## config.mk

```make
export PLATFORM = sky130hd
export DESIGN_NAME = div_ctrl_flat
export DESIGN_NICKNAME = d
export VERILOG_FILES = /design/src/rtl/div_ctrl_if.sv /design/src/rtl/div_ctrl.sv /design/src/flat_wrapper.sv
export SDC_FILE = /design/constraint.sdc
export NUM_CORES = 1
export LEC_CHECK = 0
export ABC_CLOCK_PERIOD_IN_PS = 4460
export BUFFER_PORTS_ARGS = -buffer_cell sky130_fd_sc_hd__clkbuf_2
export CORE_MARGIN = 2
export CORE_UTILIZATION = 30
export CTS_CLUSTER_SIZE = 24
export DETAILED_ROUTE_END_ITERATION = 12
export PLACE_DENSITY = 0.65
export SKIP_LAST_GASP = 1
export SLEW_MARGIN = 15
export SYNTH_ARGS = -nofsm -noshare
export SYNTH_HDL_FRONTEND = slang
export SYNTH_SLANG_ARGS = --single-unit
export TNS_END_PERCENT = 30
```

## constraint.sdc

```tcl
create_clock -name clk_div -period 4.46 [get_ports clk_div]
set_clock_uncertainty 0.15 [all_clocks]
set_input_delay 0.892 -clock clk_div [delete_from_list [all_inputs] [get_ports clk_div]]
set_output_delay 0.892 -clock clk_div [all_outputs]
set_load 0.01 [all_outputs]
```

## src/rtl/div_ctrl_if.sv

```systemverilog
// Request/response handshake bundle between the EX stage and div_ctrl.
//   master : the issuing pipeline stage (drives requests, accepts results)
//   slave  : div_ctrl
interface div_ctrl_if;
  logic        req_valid;
  logic        req_ready;
  logic [1:0]  req_op;     // 00 div.w, 01 mod.w, 10 div.wu, 11 mod.wu
  logic [31:0] req_x;
  logic [31:0] req_y;
  logic        resp_valid;
  logic        resp_ready;
  logic [31:0] resp_data;

  modport master (
    output req_valid, req_op, req_x, req_y, resp_ready,
    input  req_ready, resp_valid, resp_data
  );

  modport slave (
    input  req_valid, req_op, req_x, req_y, resp_ready,
    output req_ready, resp_valid, resp_data
  );
endinterface

```

## src/rtl/div_ctrl.sv

```systemverilog
// div_ctrl: sequencing controller for the iterative radix-2 divider.
// Accepts one div/mod request, holds the divider enabled for ITER_CYCLES
// cycles, captures quotient or remainder and returns it on a valid/ready
// port. Divide-by-zero is answered without using the divider; a flush
// abandons whatever is in flight.
// Optional feature: define DIV_RESULT_CACHE_EN for a single-entry operand
// cache that answers a repeated {x, y, signedness} without re-running.
module div_ctrl #(
  parameter int unsigned ITER_CYCLES = 33
) (
  input  logic        clk_div,
  input  logic        rstn,
  input  logic        WB_flush_csr,
  div_ctrl_if.slave   bus,
  output logic        dp_en,
  output logic [31:0] dp_x,
  output logic [31:0] dp_y,
  output logic        dp_signed,
  input  logic [31:0] dp_quo,
  input  logic [31:0] dp_rem
);

  typedef enum logic [1:0] {
    IDLE = 2'd0,
    RUN  = 2'd1,
    CAPT = 2'd2,
    RESP = 2'd3
  } state_t;

  localparam logic [5:0] CNT_LAST = 6'(ITER_CYCLES - 1);

  state_t      state;
  state_t      state_nxt;
  logic [5:0]  cnt;
  logic        is_mod;
  logic [31:0] resp_data_q;

  logic        req_fire;
  logic        resp_fire;
  logic        div_zero;
  logic        capture;
  logic        cache_hit;
  logic [31:0] cache_data;

  // Handshake qualifiers; ready is gated by rstn so it reads 0 while in reset.
  assign bus.req_ready  = (state == IDLE) & ~WB_flush_csr & rstn;
  assign req_fire       = bus.req_valid & bus.req_ready;
  assign resp_fire      = bus.resp_valid & bus.resp_ready;
  assign div_zero       = (bus.req_y == 32'h0);
  assign capture        = (state == CAPT) & ~WB_flush_csr;

  // State-decoded outputs: dp_en follows the state flop, so an async reset
  // drops it immediately.
  assign dp_en          = (state == RUN);
  assign bus.resp_valid = (state == RESP);
  assign bus.resp_data  = resp_data_q;

`ifdef DIV_RESULT_CACHE_EN
  logic        c_valid;
  logic [31:0] c_x;
  logic [31:0] c_y;
  logic        c_signed;
  logic [31:0] c_quo;
  logic [31:0] c_rem;

  // Entries are written only from CAPT, so a hit always has a non-zero divisor.
  assign cache_hit  = c_valid & (c_x == bus.req_x) & (c_y == bus.req_y) &
                      (c_signed == ~bus.req_op[1]);
  assign cache_data = bus.req_op[0] ? c_rem : c_quo;

  // Entry valid bit: set on every capture, cleared only by reset (results
  // are pure functions of the operands, so flush leaves the entry alone).
  always_ff @(posedge clk_div or negedge rstn) begin
    if (!rstn) begin
      c_valid <= 1'b0;
    end else if (capture) begin
      c_valid <= 1'b1;
    end
  end

  // Entry payload.
  // NOTE: payload flops carry no reset; c_valid alone guards their use, so
  // resetting them would only add reset routing.
  always_ff @(posedge clk_div) begin
    if (capture) begin
      c_x      <= dp_x;
      c_y      <= dp_y;
      c_signed <= dp_signed;
      c_quo    <= dp_quo;
      c_rem    <= dp_rem;
    end
  end
`else
  assign cache_hit  = 1'b0;
  assign cache_data = 32'h0;
`endif

  // State register.
  // NOTE: sequential state uses non-blocking assignments so every flop
  // samples pre-edge values regardless of block evaluation order.
  always_ff @(posedge clk_div or negedge rstn) begin
    if (!rstn) begin
      state <= IDLE;
    end else begin
      state <= state_nxt;
    end
  end

  // Next-state logic; flush overrides everything.
  // NOTE: state_nxt is defaulted before the case so no path leaves it
  // unassigned, which would otherwise infer a latch.
  always_comb begin
    state_nxt = state;
    if (WB_flush_csr) begin
      state_nxt = IDLE;
    end else begin
      unique case (state)
        IDLE: if (req_fire) state_nxt = (div_zero || cache_hit) ? RESP : RUN;
        RUN:  if (cnt == CNT_LAST) state_nxt = CAPT;
        CAPT: state_nxt = RESP;
        RESP: if (resp_fire) state_nxt = IDLE;
        default: state_nxt = IDLE;
      endcase
    end
  end

  // Iteration counter: cleared on accept, flush and RUN exit.
  always_ff @(posedge clk_div or negedge rstn) begin
    if (!rstn) begin
      cnt <= 6'd0;
    end else if (WB_flush_csr || req_fire) begin
      cnt <= 6'd0;
    end else if (state == RUN) begin
      cnt <= (cnt == CNT_LAST) ? 6'd0 : cnt + 6'd1;
    end
  end

  // Operand registers: change only on an accepted request.
  always_ff @(posedge clk_div or negedge rstn) begin
    if (!rstn) begin
      dp_x      <= 32'h0;
      dp_y      <= 32'h0;
      dp_signed <= 1'b0;
      is_mod    <= 1'b0;
    end else if (req_fire) begin
      dp_x      <= bus.req_x;
      dp_y      <= bus.req_y;
      dp_signed <= ~bus.req_op[1];
      is_mod    <= bus.req_op[0];
    end
  end

  // Result register: short-circuit values on accept, divider output in CAPT.
  always_ff @(posedge clk_div or negedge rstn) begin
    if (!rstn) begin
      resp_data_q <= 32'h0;
    end else if (req_fire && div_zero) begin
      resp_data_q <= bus.req_op[0] ? bus.req_x : 32'hFFFF_FFFF;
    end else if (req_fire && cache_hit) begin
      resp_data_q <= cache_data;
    end else if (capture) begin
      resp_data_q <= is_mod ? dp_rem : dp_quo;
    end
  end

endmodule

```

## src/flat_wrapper.sv

```systemverilog
// flat-port wrapper written by rule: the top's interface ports become plain ports
module div_ctrl_flat 
#(
  parameter int unsigned ITER_CYCLES = 33
)
  (clk_div, rstn, WB_flush_csr, dp_en, dp_x, dp_y, dp_signed, dp_quo, dp_rem, bus_req_valid, bus_req_op, bus_req_x, bus_req_y, bus_resp_ready, bus_req_ready, bus_resp_valid, bus_resp_data);
  div_ctrl_if bus_i ();
  input  logic clk_div;
  input  logic rstn;
  input  logic WB_flush_csr;
  output logic dp_en;
  output logic [31:0] dp_x;
  output logic [31:0] dp_y;
  output logic dp_signed;
  input  logic [31:0] dp_quo;
  input  logic [31:0] dp_rem;
  input wire logic [$bits(bus_i.req_valid)-1:0] bus_req_valid;
  input wire logic [$bits(bus_i.req_op)-1:0] bus_req_op;
  input wire logic [$bits(bus_i.req_x)-1:0] bus_req_x;
  input wire logic [$bits(bus_i.req_y)-1:0] bus_req_y;
  input wire logic [$bits(bus_i.resp_ready)-1:0] bus_resp_ready;
  output wire logic [$bits(bus_i.req_ready)-1:0] bus_req_ready;
  output wire logic [$bits(bus_i.resp_valid)-1:0] bus_resp_valid;
  output wire logic [$bits(bus_i.resp_data)-1:0] bus_resp_data;
  assign bus_i.req_valid = bus_req_valid;
  assign bus_i.req_op = bus_req_op;
  assign bus_i.req_x = bus_req_x;
  assign bus_i.req_y = bus_req_y;
  assign bus_i.resp_ready = bus_resp_ready;
  assign bus_req_ready = bus_i.req_ready;
  assign bus_resp_valid = bus_i.resp_valid;
  assign bus_resp_data = bus_i.resp_data;
  div_ctrl #(.ITER_CYCLES(ITER_CYCLES)) u_core (.clk_div(clk_div), .rstn(rstn), .WB_flush_csr(WB_flush_csr), .bus(bus_i), .dp_en(dp_en), .dp_x(dp_x), .dp_y(dp_y), .dp_signed(dp_signed), .dp_quo(dp_quo), .dp_rem(dp_rem));
endmodule
```

## Word level (Yosys, flattened, before mapping)

Cells that the tools add are included.

- $add $sub $neg: 1
- Equality and inequality tests: 7
- Muxes and demuxes: 13
- Bitwise logic cells: 7
- Reduce and logical (&&, ||, !) cells: 7

Operator list:

| operator | number |
|---|---|
| $mux W32 | 4 |
| $logic_not A32 Y1 | 1 |
| $mux W6 | 3 |
| $mux W2 | 5 |
| $pmux W2 S4 | 1 |
| $add A6 B1 Y6 const B | 1 |
| $eq A6 B6 Y1 const B | 1 |
| $ne A3 B2 Y1 const B | 2 |
| $and A1 B1 Y1 | 5 |
| $eq A2 B2 Y1 const B | 2 |
| $reduce_bool A2 Y1 | 2 |
| $ne A3 B3 Y1 const B | 1 |
| $reduce_and A3 Y1 | 1 |
| $eq A2 B1 Y1 const B | 1 |
| $logic_not A2 Y1 | 1 |
| $not A1 Y1 | 2 |
| $logic_and A1 B1 Y1 | 1 |
| $logic_or A1 B1 Y1 | 1 |

- Flip-flop bits (word level): 106
- Input bits: 135
- Output and inout bits: 100
- Logic and storage cells: 42

## Depth between registers and ports, before layout

Gate-level depths: netlist of the first run.

- Depth in word-level cells: 7
- Depth in mapped cells: 8
- Depth with buffers taken out: 6

## Least setup slack after synthesis of the first run

Ideal clock, no wire load.

- Path kind: input-to-reg
- Start: input port bus_req_y[18]
- End: register u_core.resp_data_q[0], in the netlist u_core.bus.resp_data[0]
- Setup time: 0.079 ns
- Data arrival time: 2.051 ns
- Required time: 4.231 ns
- Setup slack: 2.179 ns
- Cell stages on the path: 5
- Path buffers: 1
- Cells stage by stage: nor4_2 -> nand4_1 -> nor3_4 -> buf_8 -> mux2i_1

- Cells in the longest elaborated chain, start to end: 3
- Elaborated cells between the ends (all ways): 4
- Those cells by class: mux: 1; reduce/logical: 3

Ends and longest elaborated chain:

| element | line | RTL |
|---|---|---|
| start, declared | flat_wrapper.sv:20 | `input wire logic [$bits(bus_i.req_y)-1:0] bus_req_y;` |
| $logic_not A32 Y1 (*) | div_ctrl.sv:49 | `assign div_zero = (bus.req_y == 32'h0);` |
| $logic_and A1 B1 Y1 (*) | div_ctrl.sv:157 | `end else if (req_fire && div_zero) begin` |
| $mux W32 or $reduce_bool A2 Y1 (tied branches) | n/a |  |
| end signal, assigned | div_ctrl.sv:158 | `resp_data_q <= bus.req_op[0] ? bus.req_x : 32'hFFFF_FFFF;` |
| end signal, assigned | div_ctrl.sv:160 | `resp_data_q <= cache_data;` |
| end signal, assigned | div_ctrl.sv:162 | `resp_data_q <= is_mod ? dp_rem : dp_quo;` |
| end, declared | div_ctrl.sv:36 | `logic [31:0] resp_data_q;` |

Mark *: on every way between the ends. The rest lies on a longest branch, timed or not.
A chain may end at the register's enable or synchronous reset.

## Final worst setup path of the first run

- Start: input port bus_req_y[1]
- End: register u_core.resp_data_q[2], in the netlist u_core.bus.resp_data[2]

The elaborated chain is that of the path after synthesis.

==> key figures, run 1 <==
Outcome
  – Status: finished, final reports clean

Synthesis
  – EDFF count, synth: 0
  – Area leader, netlist: dfrtp_1
  – Most frequent cells after synthesis: 106 x dfrtp_1, 66 x mux2_2, 65 x mux2i_1
  – Synth Net Count: 560
  – Count leader, synth: dfrtp_1
  – Post-synthesis cell type count: 29
  – Primary FF master, synth: dfrtp_1
  – FF+latch count, synth: 106
  – Post-synthesis sequential area ratio: 52.0%
  – Post-Syn Area: 5100 sq um
  – Synth warn: 0
  – Top-area cell type share of the netlist area: 52.0%
  – Post-Syn Area per Cell: 12.2 sq um
  – Post-synthesis cell count: 418
  – Top cells by area, synth: dfrtp_1 52%, mux2_2 15%, mux2i_1 13%, nor2b_1 4.2%, a21oi_1 3.4%
  – Ys async rst share: 100%

Clocking
  – # hold bufs at CTS: 0
  – # H-tree levels: 3
  – Clk Latency, worst-skew pair: 0.34 ns
  – Root Driver: clkbuf_16
  – Post-CTS Resized: 0
  – CTS Buf Count: 9
  – CTS tree: yes
  – Clk buf depth: 2
  – Worst-path clk slew: 0.07 ns
  – CTS Sinks: 106
  – Setup Buffers After CTS: 0

Timing
  – Tcrit/Tclk final: 55.4%
  – Max Fclk: 405 MHz
  – Tmin final: 2.47 ns
  – Setup tns final: 0 ns
  – Slew @ Worst Pin: 0.962 ns
  – Relative slew slack: 35.9%
  – Final-report max-slew violation count: 0
  – RSZ-0062 raised after global routing: false
  – Hold Vio Cnt, Final: 0
  – Final setup violation count: 0
  – Hold Slack: 0.338 ns

Min path
  – HP Class: reg -> reg

Setup path
  – Worst EP required: 4.57 ns
  – Critical path peak fanout: 32
  – Setup slack, reg-to-reg: 2.04 ns
  – CP Capture Type: register
  – Startpoint types: primary input
  – Endpoint arrival time on the critical path: 2.58 ns
  – Critical path class: in -> reg

Run
  – Max-cap viol count: 0

Global routing
  – Gr usage total: 14.2%
  – Number of global-route vias before repair: 4,082
  – Gr ovfl total: 0
  – Largest net degree at the start of global routing: 68
  – Global-route wire length before repair: 20,400 um
  – Initial antenna violation count: 0

Placement
  – Post-DP HPWL: 9410 um
  – Routability cong.: 0.726
  – Post-DP Area: 6450 sq um
  – Port bufs: 234
  – # placed instances: 853

Routing
  – Total wire length: 12,600 um
  – Iteration-0 DRC Markers: 73
  – Drt wl/cell: 14.5 um
  – # DRC: 0
  – Vias per cell: 4.57
  – First-pass DRT Iterations: 4
  – Antenna-violating nets left: 0
  – DR vias: 3,967

Pwr
  – Pwr Total: 4.06 mW
  – Static Leak: 3.32 nW
  – P per Cell Area: 601 nW/um^2
  – VDD IR max: 0.304 mV

Floorplan
  – Die H: 134 um
  – Core area: 16,600 sq um
  – Die X: 134 um
  – Die area: 18,100 sq um
  – Initial Utilization: 30.8%
  – IO Pins: 235
  – Number of cell rows: 47

Layout
  – Final nets: 786
  – Final std cell area, no fill: 6760 sq um
  – Layout cell share with drive strength beyond 1: 50.6%
  – Finished Layout Cells: 868
  – Area growth from synthesis to layout: 32.5%
  – Ant diodes: 0
-- kinds of logic after synthesis --
logic type / after synthesis / share of synthesized area, %
DFF: 106 / 52.0
AOI/OAI and AO/OA: 41 / 4.42
muxes: 131 / 27.3
xor gates and xnor gates: 3 / 0.515
and+or+nand+nor: 99 / 10.8
adders and majority gates: 7 / 1.72
buffers and inverters: 31 / 3.24
-- final cells by class --
type	instances	area, sq um
clock buffers	10	229
multi-input cells	281	2290
repair buffers	239	1210
flip-flops and latches	106	2650
inverters	7	26.3
clock inverters	5	80.1
fillers	1670	9820
well taps	220	275
-- report_power, final --
group / leakage, nW / internal [mW] / switching, mW
clock: 0.145 / 0.488 / 0.349
sequential: 1.30 / 1.40 / 0.300
combinational: 1.88 / 0.789 / 0.734
total: 3.32 / 2.68 / 1.38
-- per-layer routing --
metal | track usage (%) | vias to the layer above | routed length (um)
met4 | 5.20 | 0 | 208
li1 | - | 1910 | -
met3 | 3.93 | 16 | 1030
met1 | 17.3 | 1889 | 5360
met2 | 24.1 | 152 | 6020
met5 | 0 | - | 0
-- critical path, stage by stage --
cell      delay [ns]
clkbuf_2        0.09
nor4_1          0.40
nand4_1         0.25
nor3_4          0.15
buf_4           0.49
mux2i_1         0.25
-- metrics by stage --
stage,util [%],setup slack [ns]
floorplan,-,2.18
global placement,38.9,1.62
detailed placement,38.9,1.56
CTS,40.8,1.94
global route,40.8,1.78
finish,40.8,1.99
-- path summary, 6_finish.rpt --
path                                                             to                          from  cells after the start
worst max register to register          u_core.dp_x[12]$_DFFE_PN0P_   u_core.state[0]$_DFFE_PN0P_                      5
worst min-delay path                   u_core.dp_signed$_DFFE_PN0P_  u_core.dp_signed$_DFFE_PN0P_                      2
max in group asynchronous       u_core.bus.resp_data[4]$_DFFE_PN0P_                          rstn                      2
worst min register to register         u_core.dp_signed$_DFFE_PN0P_  u_core.dp_signed$_DFFE_PN0P_                      2
min in group asynchronous                u_core.dp_y[6]$_DFFE_PN0P_                          rstn                      2
worst max-delay path            u_core.bus.resp_data[2]$_DFFE_PN0P_                  bus_req_y[1]                      6
-- flip-flops by register name (all words and copies together) (netlist names) --
| signal | flops |
|---|---|
| u_core.cnt | 6 |
| u_core.is_mod | 1 |
| u_core.dp_x | 32 |
| u_core.state | 2 |
| u_core.dp_signed | 1 |
| u_core.bus.resp_data | 32 |
| u_core.dp_y | 32 |
-- cell usage in the layout (no fill, tap or decap), types with 2 or more instances in the layout --
cell type     n
nor2b_1      34
a311oi_1      2
bufinv_16     2
clkbuf_2    233
mux2i_1      65
clkinvlp_4    2
mux2_2       66
and3_1        2
buf_4         6
dfrtp_1     105
xor2_1        3
nand4_1       5
nand2_1       5
a21oi_1      35
nor2_1       38
clkbuf_16     9
inv_1         7
nor3_1        2
nor4_2        4
ha_1          7
nor4_1        4
No activity file was read; power rests on OpenSTA's default activity.
==> inputs of run 2 (changes only) <==
ABC_CLOCK_PERIOD_IN_PS = 2250   (was 4460)
PLACE_DENSITY = 0.67   (was 0.65)
clock period = 2.25 ns   (was 4.46 ns; I/O delays follow)
==> run 2 against run 1 <==
Hold slack worse by 0.27 ns. Register-to-register slack worse by 1.8 ns. Sequential power is 92% higher. Critical path depth stayed put. Critical endpoint is now u_core.bus.resp_data[30]$_DFFE_PN0P_. Non-clock buffer count is 7 higher. Cell area is 1.1% higher. First-iteration DRC count is 84% higher. Combinational power is 110% higher. Total power is 95% higher. Flip-flop and latch count stayed put.
==> key figures, run 2 (same netlist as run 1, synthesis figures left out) <==
Floorplan
  – Die H: 134 um (unchanged)
  – IO Pins: 235 (unchanged)
  – Core area: 16,600 sq um (unchanged)
  – Number of cell rows: 47 (unchanged)
  – Die X: 134 um (unchanged)
  – Die area: 18,100 sq um (unchanged)
  – Initial Utilization: 30.8% (unchanged)

Routing
  – Total wire length: 13,000 um (+2.7%)
  – Drt wl/cell: 14.8 um (+2.0%)
  – First-pass DRT Iterations: 4 (unchanged)
  – DR vias: 4,004 (+0.93%)
  – Vias per cell: 4.58 (+0.24%)
  – Iteration-0 DRC Markers: 134 (+84%)
  – # DRC: 0 (unchanged)
  – Antenna-violating nets left: 0 (unchanged)

Timing
  – Slew @ Worst Pin: 0.641 ns (-0.321 ns)
  – Hold Vio Cnt, Final: 0 (unchanged)
  – Final setup violation count: 0 (unchanged)
  – Tcrit/Tclk final: 90.7%
  – Max Fclk: 490 MHz
  – RSZ-0062 raised after global routing: false
  – Tmin final: 2.04 ns
  – Setup tns final: 0 ns (unchanged)
  – Setup ws final: 0.210 ns (-1.78 ns)
  – Relative slew slack: 57.1% (+21 points)
  – Final-report max-slew violation count: 0 (unchanged)

Setup path
  – Worst EP required: 2.36 ns (-2.21 ns)
  – Critical path peak fanout: 32 (unchanged)
  – Worst path slowest cell: dfrtp_1
  – CP Capture Type: register
  – Critical path class: reg -> reg
  – Endpoint arrival time on the critical path: 2.15 ns (-0.43 ns)
  – Startpoint types: register
  – CP Cell Sequence: inv_1, ha_1, nand4_1, nor3_4, buf_12, mux2i_1
  – CP startpoint: u_core.state[0]$_DFFE_PN0P_
  – R2r startpoint: u_core.state[0]$_DFFE_PN0P_
  – Max incr delay on CP: 0.41 ns (-0.08 ns)

Layout
  – Most frequent cells in the layout: 233 x clkbuf_2, 105 x dfrtp_1, 66 x mux2_2
  – Final nets: 793 (+0.89%)
  – Ant diodes: 0 (unchanged)
  – Layout cell share with drive strength beyond 1: 50.8% (+0.15 points)
  – Most common cell after layout, fill and taps aside: clkbuf_2
  – Area growth from synthesis to layout: 33.9%

Clocking
  – Post-CTS Resized: 0 (unchanged)
  – # H-tree levels: 3 (unchanged)
  – CTS Buf Count: 9 (unchanged)
  – Worst-path clk slew: 0.07 ns (about the same)
  – Clk Latency, worst-skew pair: 0.34 ns (about the same)
  – CTS tree: yes
  – CTS Sinks: 106 (unchanged)
  – Root Driver: clkbuf_16
  – Clk buf depth: 2 (unchanged)

Placement
  – Pre-CTS setup slack: 0.0199 ns (-1.54 ns)
  – Port bufs: 234 (unchanged)
  – Routability cong.: 0.739 (+1.9%)
  – Post-DP HPWL: 9720 um (+3.3%)

Global routing
  – Initial antenna violation count: 0 (unchanged)
  – Global-route wire length before repair: 20,500 um (+0.71%)
  – Gr ovfl total: 0 (unchanged)
  – Number of global-route vias before repair: 3,986 (-2.4%)
  – Gr usage total: 14.3% (+0.13 points)
  – Largest net degree at the start of global routing: 91 (+34%)

Pwr
  – VDD IR max: 0.561 mV (+84%)
  – Static Leak: 3.35 nW (+1.1%)
  – Pwr Total: 7.91 mW (+95%)
  – P per Cell Area: 1160 nW/um^2 (+92%)

Run
  – Max-cap viol count: 0 (unchanged)

Outcome
  – Status: finished, final reports clean

Min path
  – HP Class: in -> async
## run 2: changes by cell type in the layout (fill, tap and decap cells not counted)
cell / delta
clkinvlp_4: -1
buf_12: +5
clkbuf_8: +1
bufinv_16: -2
clkinv_2: +1
dlygate4sd3_1: +2
## run 2: final cells by class
class                   instances  area [sq um]
fillers                      1653          9750
flip-flops and latches        106          2650
multi-input cells             281          2290
repair buffers                246          1330
well taps                     220           275
clock buffers                  11           243
inverters                       7          26.3
clock inverters                 3          17.5
## run 2: critical path: cells and delay by family (launching register included)
kind / cells / cell delay [ns]
and+or+nand+nor: 2 / 0.53
adders and majority gates: 1 / 0.22
muxes: 1 / 0.22
buffers and inverters: 2 / 0.39
DFF: 1 / 0.41
## run 2: final timing paths
path	to	slack, ns	cells past startpoint
worst min-delay path	u_core.bus.resp_data[16]$_DFFE_PN0P_	0.07	2
min in group clk_div	u_core.dp_signed$_DFFE_PN0P_	0.14	2
max in group asynchronous	u_core.dp_x[27]$_DFFE_PN0P_	0.85	3
worst max-delay path	u_core.bus.resp_data[30]$_DFFE_PN0P_	0.21	6
worst max register to register	u_core.bus.resp_data[30]$_DFFE_PN0P_	0.21	6
worst min register to register	u_core.dp_signed$_DFFE_PN0P_	0.35	2
## run 2: where the power goes
group	internal [mW]	switching [mW]
clock	0.765	0.665
sequential	2.79	0.476
combinational	1.61	1.60
## run 2: routing by layer
layer / part of all wire, % / track usage [%]
met2: 48 / 23.4
met5: 0 / 0
met1: 43 / 18.3
met3: 7.3 / 3.63
met4: 1.7 / 5.61
## run 2: per-stage QoR
step                      hold slack (ns)  utilization (%)  instances  instance area [sq um]
final                              0.0701             41.2        874                   6830
after global routing                0.115             41.2        874                   6830
after CTS                          0.0948             41.1        872                   6820
after detailed placement            0.137             39.4        856                   6540
after global placement              0.138             39.4        856                   6540
after floorplan                   0.00441                -        418                   5100
## run 2: timing repair
action / in CTS / in global routing
endpoints found under the hold margin: 2 / 0
setup endpoints to repair: 0 / 32
hold buffers: 2 / 0
setup buffers: 0 / 2
